File: config.mk
export PLATFORM = sky130hd
export DESIGN_NAME = multicycle_controller
export DESIGN_NICKNAME = d
export VERILOG_FILES = /design/src/rtl/multicycle_pkg.sv /design/src/rtl/multicycle_controller_cond_check.sv /design/src/rtl/multicycle_controller.sv
export SDC_FILE = /design/constraint.sdc
export NUM_CORES = 1
export LEC_CHECK = 0
export ABC_AREA = 0
export ABC_CLOCK_PERIOD_IN_PS = 1700
export CAP_MARGIN = 20
export CORE_MARGIN = 8
export CORE_UTILIZATION = 37
export CTS_CLUSTER_DIAMETER = 40
export DETAILED_ROUTE_END_ITERATION = 6
export PLACE_DENSITY = 0.8
export SLEW_MARGIN = 20
export SYNTH_ARGS = -nofsm -noshare
export SYNTH_HDL_FRONTEND = slang
export SYNTH_SLANG_ARGS = --single-unit
File: constraint.sdc
create_clock -name CLK -period 1.7 [get_ports CLK]
set_input_delay 0.34 -clock CLK [delete_from_list [all_inputs] [get_ports CLK]]
set_output_delay 0.34 -clock CLK [all_outputs]
set_load 0.01 [all_outputs]
File: src/rtl/multicycle_pkg.sv
// Shared encodings for the multi-cycle ARM-subset controller: state codes,
// ALU control codes, instruction field constants and datapath mux selects.
package multicycle_pkg;

    typedef enum logic [3:0] {
        S_FETCH    = 4'd0,
        S_DECODE   = 4'd1,
        S_MEMADR   = 4'd2,
        S_MEMREAD  = 4'd3,
        S_MEMWB    = 4'd4,
        S_MEMWRITE = 4'd5,
        S_EXECUTER = 4'd6,
        S_EXECUTEI = 4'd7,
        S_ALUWB    = 4'd8,
        S_BRANCH   = 4'd9,
        S_LINK     = 4'd10
    } state_t;

    localparam logic [3:0] ALU_ADD = 4'b0100;
    localparam logic [3:0] ALU_SUB = 4'b0010;
    localparam logic [3:0] ALU_AND = 4'b0000;
    localparam logic [3:0] ALU_ORR = 4'b1100;
    localparam logic [3:0] ALU_MOV = 4'b1101;

    localparam logic [3:0] CMD_ADD = 4'b0100;
    localparam logic [3:0] CMD_SUB = 4'b0010;
    localparam logic [3:0] CMD_AND = 4'b0000;
    localparam logic [3:0] CMD_ORR = 4'b1100;
    localparam logic [3:0] CMD_MOV = 4'b1101;
    localparam logic [3:0] CMD_CMP = 4'b1010;

    localparam logic [1:0] OP_DP  = 2'b00;
    localparam logic [1:0] OP_MEM = 2'b01;
    localparam logic [1:0] OP_BR  = 2'b10;

    localparam logic [1:0] RES_ALUOUT = 2'b00;
    localparam logic [1:0] RES_RDATA  = 2'b01;
    localparam logic [1:0] RES_ALU    = 2'b10;

    localparam logic [1:0] SRCB_RD2  = 2'b00;
    localparam logic [1:0] SRCB_IMM  = 2'b01;
    localparam logic [1:0] SRCB_FOUR = 2'b10;

    localparam logic [1:0] IMM_DP  = 2'b00;
    localparam logic [1:0] IMM_MEM = 2'b01;
    localparam logic [1:0] IMM_BR  = 2'b10;

    // Data-processing cmd to ALU control; CMP subtracts, unknown cmds add.
    function automatic logic [3:0] alu_decode(input logic [3:0] cmd);
        logic [3:0] ctl;
        case (cmd)
            CMD_ADD: ctl = ALU_ADD;
            CMD_SUB: ctl = ALU_SUB;
            CMD_AND: ctl = ALU_AND;
            CMD_ORR: ctl = ALU_ORR;
            CMD_MOV: ctl = ALU_MOV;
            CMD_CMP: ctl = ALU_SUB;
            default: ctl = ALU_ADD;
        endcase
        return ctl;
    endfunction

endpackage

File: src/rtl/multicycle_controller_cond_check.sv
// ARM condition-code evaluation: COND x {N,Z,C,V} -> CondEx.
module cond_check (
    input  logic [3:0] cond,
    input  logic [3:0] flags,
    output logic       cond_ex
);

    logic n_s, z_s, c_s, v_s, ge_s;

    assign {n_s, z_s, c_s, v_s} = flags;
    assign ge_s = (n_s == v_s);

    // Full ARM condition table; 1111 is treated as never.
    always_comb begin
        cond_ex = 1'b0;
        case (cond)
            4'b0000: cond_ex = z_s;
            4'b0001: cond_ex = ~z_s;
            4'b0010: cond_ex = c_s;
            4'b0011: cond_ex = ~c_s;
            4'b0100: cond_ex = n_s;
            4'b0101: cond_ex = ~n_s;
            4'b0110: cond_ex = v_s;
            4'b0111: cond_ex = ~v_s;
            4'b1000: cond_ex = c_s & ~z_s;
            4'b1001: cond_ex = ~c_s | z_s;
            4'b1010: cond_ex = ge_s;
            4'b1011: cond_ex = ~ge_s;
            4'b1100: cond_ex = ~z_s & ge_s;
            4'b1101: cond_ex = z_s | ~ge_s;
            4'b1110: cond_ex = 1'b1;
            default: cond_ex = 1'b0;
        endcase
    end

endmodule

File: src/rtl/multicycle_controller.sv
// Multi-cycle sequencer for the ARM-subset datapath with NZCV flag register.
// Optional BL support (DECODE -> LINK -> BRANCH) is enabled by CTRL_BL_EN.
module multicycle_controller
    import multicycle_pkg::*;
(
    input  logic       CLK,
    input  logic       RESET,
    input  logic [1:0] OP,
    input  logic [5:0] FUNCT,
    input  logic [3:0] RD,
    input  logic [3:0] COND,
    input  logic [3:0] ALUFlags,
    output logic       PCWrite,
    output logic       AdrSrc,
    output logic       MemWrite,
    output logic       IRWrite,
    output logic [1:0] ResultSrc,
    output logic       ALUSrcA,
    output logic [1:0] ALUSrcB,
    output logic [3:0] ALUControl,
    output logic [1:0] ImmSrc,
    output logic       RegWrite,
    output logic [1:0] RegSrc,
    output logic       LinkWrite,
    output logic [3:0] Flags,
    output logic [3:0] STATE
);

    state_t     state_r, next_state_s, eff_state_s;
    logic [3:0] flags_r;
    logic [3:0] cmd_s;
    logic       cond_ex_s;
    logic       flag_load_s;
    logic       pc_write_s, mem_write_s, ir_write_s, reg_write_s, link_write_s;

    assign cmd_s = FUNCT[4:1];

    cond_check u_cond_check (
        .cond    (COND),
        .flags   (flags_r),
        .cond_ex (cond_ex_s)
    );

    assign flag_load_s = ((state_r == S_EXECUTER) || (state_r == S_EXECUTEI)) &&
                         (FUNCT[0] || (cmd_s == CMD_CMP));

    // State and flag registers; reset wins over any in-flight instruction.
    always_ff @(posedge CLK) begin
        if (RESET) begin
            state_r <= S_FETCH;
            flags_r <= 4'b0000;
        end else begin
            state_r <= next_state_s;
            if (flag_load_s) begin
                flags_r <= ALUFlags;
            end else begin
                flags_r <= flags_r;
            end
        end
    end

    // Next-state logic; CondEx is only consulted in DECODE.
    always_comb begin
        next_state_s = S_FETCH;
        case (state_r)
            S_FETCH:    next_state_s = S_DECODE;
            S_DECODE: begin
                if (!cond_ex_s) begin
                    next_state_s = S_FETCH;
                end else begin
                    case (OP)
                        OP_MEM:  next_state_s = S_MEMADR;
                        OP_DP:   next_state_s = FUNCT[5] ? S_EXECUTEI : S_EXECUTER;
`ifdef CTRL_BL_EN
                        OP_BR:   next_state_s = FUNCT[4] ? S_LINK : S_BRANCH;
`else
                        OP_BR:   next_state_s = S_BRANCH;
`endif
                        default: next_state_s = S_FETCH;
                    endcase
                end
            end
            S_MEMADR:   next_state_s = FUNCT[0] ? S_MEMREAD : S_MEMWRITE;
            S_MEMREAD:  next_state_s = S_MEMWB;
            S_EXECUTER: next_state_s = S_ALUWB;
            S_EXECUTEI: next_state_s = S_ALUWB;
`ifdef CTRL_BL_EN
            S_LINK:     next_state_s = S_BRANCH;
`endif
            default:    next_state_s = S_FETCH;
        endcase
    end

    // While reset is held the outputs decode as FETCH with all strobes gated.
    assign eff_state_s = RESET ? S_FETCH : state_r;

    // Moore output decode from the effective state.
    always_comb begin
        pc_write_s   = 1'b0;
        mem_write_s  = 1'b0;
        ir_write_s   = 1'b0;
        reg_write_s  = 1'b0;
        link_write_s = 1'b0;
        AdrSrc       = 1'b0;
        ResultSrc    = RES_ALUOUT;
        ALUSrcA      = 1'b0;
        ALUSrcB      = SRCB_RD2;
        ALUControl   = ALU_ADD;
        ImmSrc       = IMM_DP;
        RegSrc       = 2'b00;
        case (eff_state_s)
            S_FETCH: begin
                ir_write_s = 1'b1;
                pc_write_s = 1'b1;
                ALUSrcA    = 1'b1;
                ALUSrcB    = SRCB_FOUR;
                ResultSrc  = RES_ALU;
            end
            S_DECODE: begin
                ALUSrcA   = 1'b1;
                ALUSrcB   = SRCB_FOUR;
                ResultSrc = RES_ALU;
            end
            S_MEMADR: begin
                ALUSrcB = SRCB_IMM;
                ImmSrc  = IMM_MEM;
            end
            S_MEMREAD:  AdrSrc = 1'b1;
            S_MEMWB: begin
                ResultSrc   = RES_RDATA;
                reg_write_s = 1'b1;
            end
            S_MEMWRITE: begin
                AdrSrc      = 1'b1;
                mem_write_s = 1'b1;
                RegSrc      = 2'b10;
            end
            S_EXECUTER: ALUControl = alu_decode(cmd_s);
            S_EXECUTEI: begin
                ALUSrcB    = SRCB_IMM;
                ALUControl = alu_decode(cmd_s);
            end
            S_ALUWB: begin
                reg_write_s = (cmd_s != CMD_CMP);
                pc_write_s  = (cmd_s != CMD_CMP) && (RD == 4'b1111);
            end
            S_BRANCH: begin
                ALUSrcB    = SRCB_IMM;
                ImmSrc     = IMM_BR;
                ResultSrc  = RES_ALU;
                pc_write_s = 1'b1;
                RegSrc     = 2'b01;
            end
`ifdef CTRL_BL_EN
            S_LINK: begin
                link_write_s = 1'b1;
                reg_write_s  = 1'b1;
            end
`endif
            default: ALUControl = ALU_ADD;
        endcase
    end

    assign PCWrite   = pc_write_s   & ~RESET;
    assign MemWrite  = mem_write_s  & ~RESET;
    assign IRWrite   = ir_write_s   & ~RESET;
    assign RegWrite  = reg_write_s  & ~RESET;
    assign LinkWrite = link_write_s & ~RESET;
    assign Flags     = flags_r;
    assign STATE     = eff_state_s;

endmodule

==> run metrics <==
io pins=49; maxcap violations=0; DP Wirelength=2.33 mm; largest net degree at the start of global routing=10; Final Util=0.749; I/O Buffers=47; Crit path arrival time=1.41 ns; H-Tree Depth=1; final-stage net count=202; Synth Instances=103; Period minus WS final=1.75 ns; synth warn=0; global route overflow=0; first-pass GRT wire length=5.13 mm; mux cell area share after synthesis=0.0617; initial antenna violation count=0; starting DRC count in detailed routing=46; die area=3950 sq um; ANT cells=0; count of cell types in the netlist=45; Clock Skew=0.00996 ns; gr usage total=0.152; CP Capture Type=output pin; maximum vdd drop=0.471 mV; CTS hold repair buffers=0; Tcrit/Tclk final=1.03; Final Max Tran Viols=0; Adder-Cell Fraction of Synth Area=0; CTS buffer count=3; post-synthesis xor/xnor area fraction=0.0648; Core Box Area=2150 sq um; Pleak=0.766 nW; post-synthesis compound-gate area fraction=0.181; area grow syn2layout=98.5%; # setup viols final=5; Vias/cell=5.27; FF+latch count, synth=8; Cell Pwr Density=383 nW/um^2; share of the synthesized area in the top cell type=0.198; DIE HEIGHT=62.8 um; top-count cell post-synth=nor2_1; RSZ-0062 raised after global routing=true; Cell Count Post-Placement=196; CP Max Fanout=5; Die W=62.8 um; HP Class=in2reg; # clock sinks=8; Placer Congestion=0.887; via count=1086; sequential element share of the synthesized area=0.198; Final WS setup=-0.0520 ns; Synth Net Count=125; largest family of logic cells by synthesized area=simple AND/OR/NAND/NOR gates; clock tree root driver cell=clkbuf_4; Worst-path clk slew=0.06 ns; Post-Place Worst Slack=-0.651 ns; clock buffer depth=2; final cell count without fillers=206; DR DRC count=0; vias in the first global route=1149; cell area after layout=1610 sq um; average wire per standard cell=15.8 um; Synth Cell Area=811 sq um; critical path class=reg2out; CP required=1.36 ns; Total Power=0.616 mW; Async S/R FF share, synth=0; flop-to-flop setup slack=0.03 ns; Synth Area in Simple Gates=0.423; Max Freq=571 MHz; first drt pass iteration count=6; synth cell count leaders=nor2_1, dfxtp_1, nor2b_1; CTS tree=yes; placed cell areas=1460 sq um; Total Routed Length=3.26 mm; Area contributors post-synth=dfxtp_1, mux2i_1, nor2_1; Syn Area/Cell=7.87 sq um; CP startpoint kind=flop; run status=finished, violations left; failing checks=setup timing; largest area contributor in the netlist=dfxtp_1; Routed Antenna Nets=0; layout cells sized above 1=0.506; Clk Latency, worst-skew pair=0.26 ns; final hold viol count=0; EDFF count, synth=0; Rows=17; Initial Util=0.377; top_reg_cell synth=dfxtp_1
state kept, by name, summed over array words and instances, names as in the netlist:
register	cells
state_r	4
Flags	4
critical path, cell delays in order, from the launching register on:
cell and delay, ns:
dfxtp_4 0.35, or2b_1 0.27, nor2_2 0.11, nand2_1 0.07
nor2_2 0.09, and2_1 0.13, buf_2 0.13
metrics by stage:
step	hold WS (ns)	TNS, ns
after detailed placement	0.571	-13.32
after CTS	0.578	-0.201
after floorplan	0.442	0
after global placement	0.557	-12.61
final	0.572	-0.189
after global routing	0.580	-0.688
cell usage in the layout (no fill, tap or decap), drive strengths merged, types with 2 or more instances in the layout:
cell type	synthesis	layout
inv	3	3
o211ai	3	3
nand2	3	3
and3	5	5
xnor2	3	3
or3	3	3
o21bai	3	3
nand2b	5	5
nor2b	7	7
nand3	2	2
nor2	13	13
and3b	2	2
mux2i	5	5
buf	5	45
xor2	3	3
nor3	4	4
or2	2	2
nor4	4	4
dfxtp	8	8
clkbuf	2	11
dlygate4sd2	0	8
clkdlybuf4s50	0	16
cell type report:
cell class / instances / area, sq um
clock buffers: 3 / 22.5
fillers: 148 / 539
inverters: 3 / 11.3
multi-input cells: 85 / 737
flip-flops and latches: 8 / 174
well taps: 28 / 35.0
repair buffers: 79 / 629
final timing paths:
path / to / cells after the start / from
max: ALUControl[0] / 6 / state_r[3]$_SDFF_PP0_
min: Flags[3]$_SDFFE_PP0P_ / 4 / RESET
max reg2reg: state_r[3]$_SDFF_PP0_ / 5 / state_r[3]$_SDFF_PP0_
min reg2reg: Flags[3]$_SDFFE_PP0P_ / 2 / Flags[3]$_SDFFE_PP0P_
power breakdown:
part / internal [mW] / switching (mW)
Clock: 0.0811 / 0.0694
Sequential: 0.192 / 0.00993
Combinational: 0.149 / 0.116
routing by layer:
layer | vias up | GRT usage | part of all wire
met4 | 0 | 0.0427 | 0
met2 | 48 | 0.278 | 0.53
met1 | 522 | 0.152 | 0.39
met5 | - | 0 | 0
li1 | 516 | - | -
met3 | 0 | 0.0663 | 0.082
cells by family (layout without fill, tap and decap cells):
| logic type | count (synthesis) | in the layout |
|---|---|---|
| AND/OR/NAND/NOR | 58 | 58 |
| AO/OA/AOI/OAI | 15 | 15 |
| buffers and inverters | 10 | 85 |
| flip-flops | 8 | 8 |
| XOR/XNOR | 6 | 6 |
| multiplexers | 5 | 5 |
| other | 1 | 1 |
repair_timing:
action	CTS	global route
endpoints found under the setup margin	26	18
resized for setup	97	37
setup buffers	4	3
pin swaps	10	11
Power figures use the tool's default switching activity.
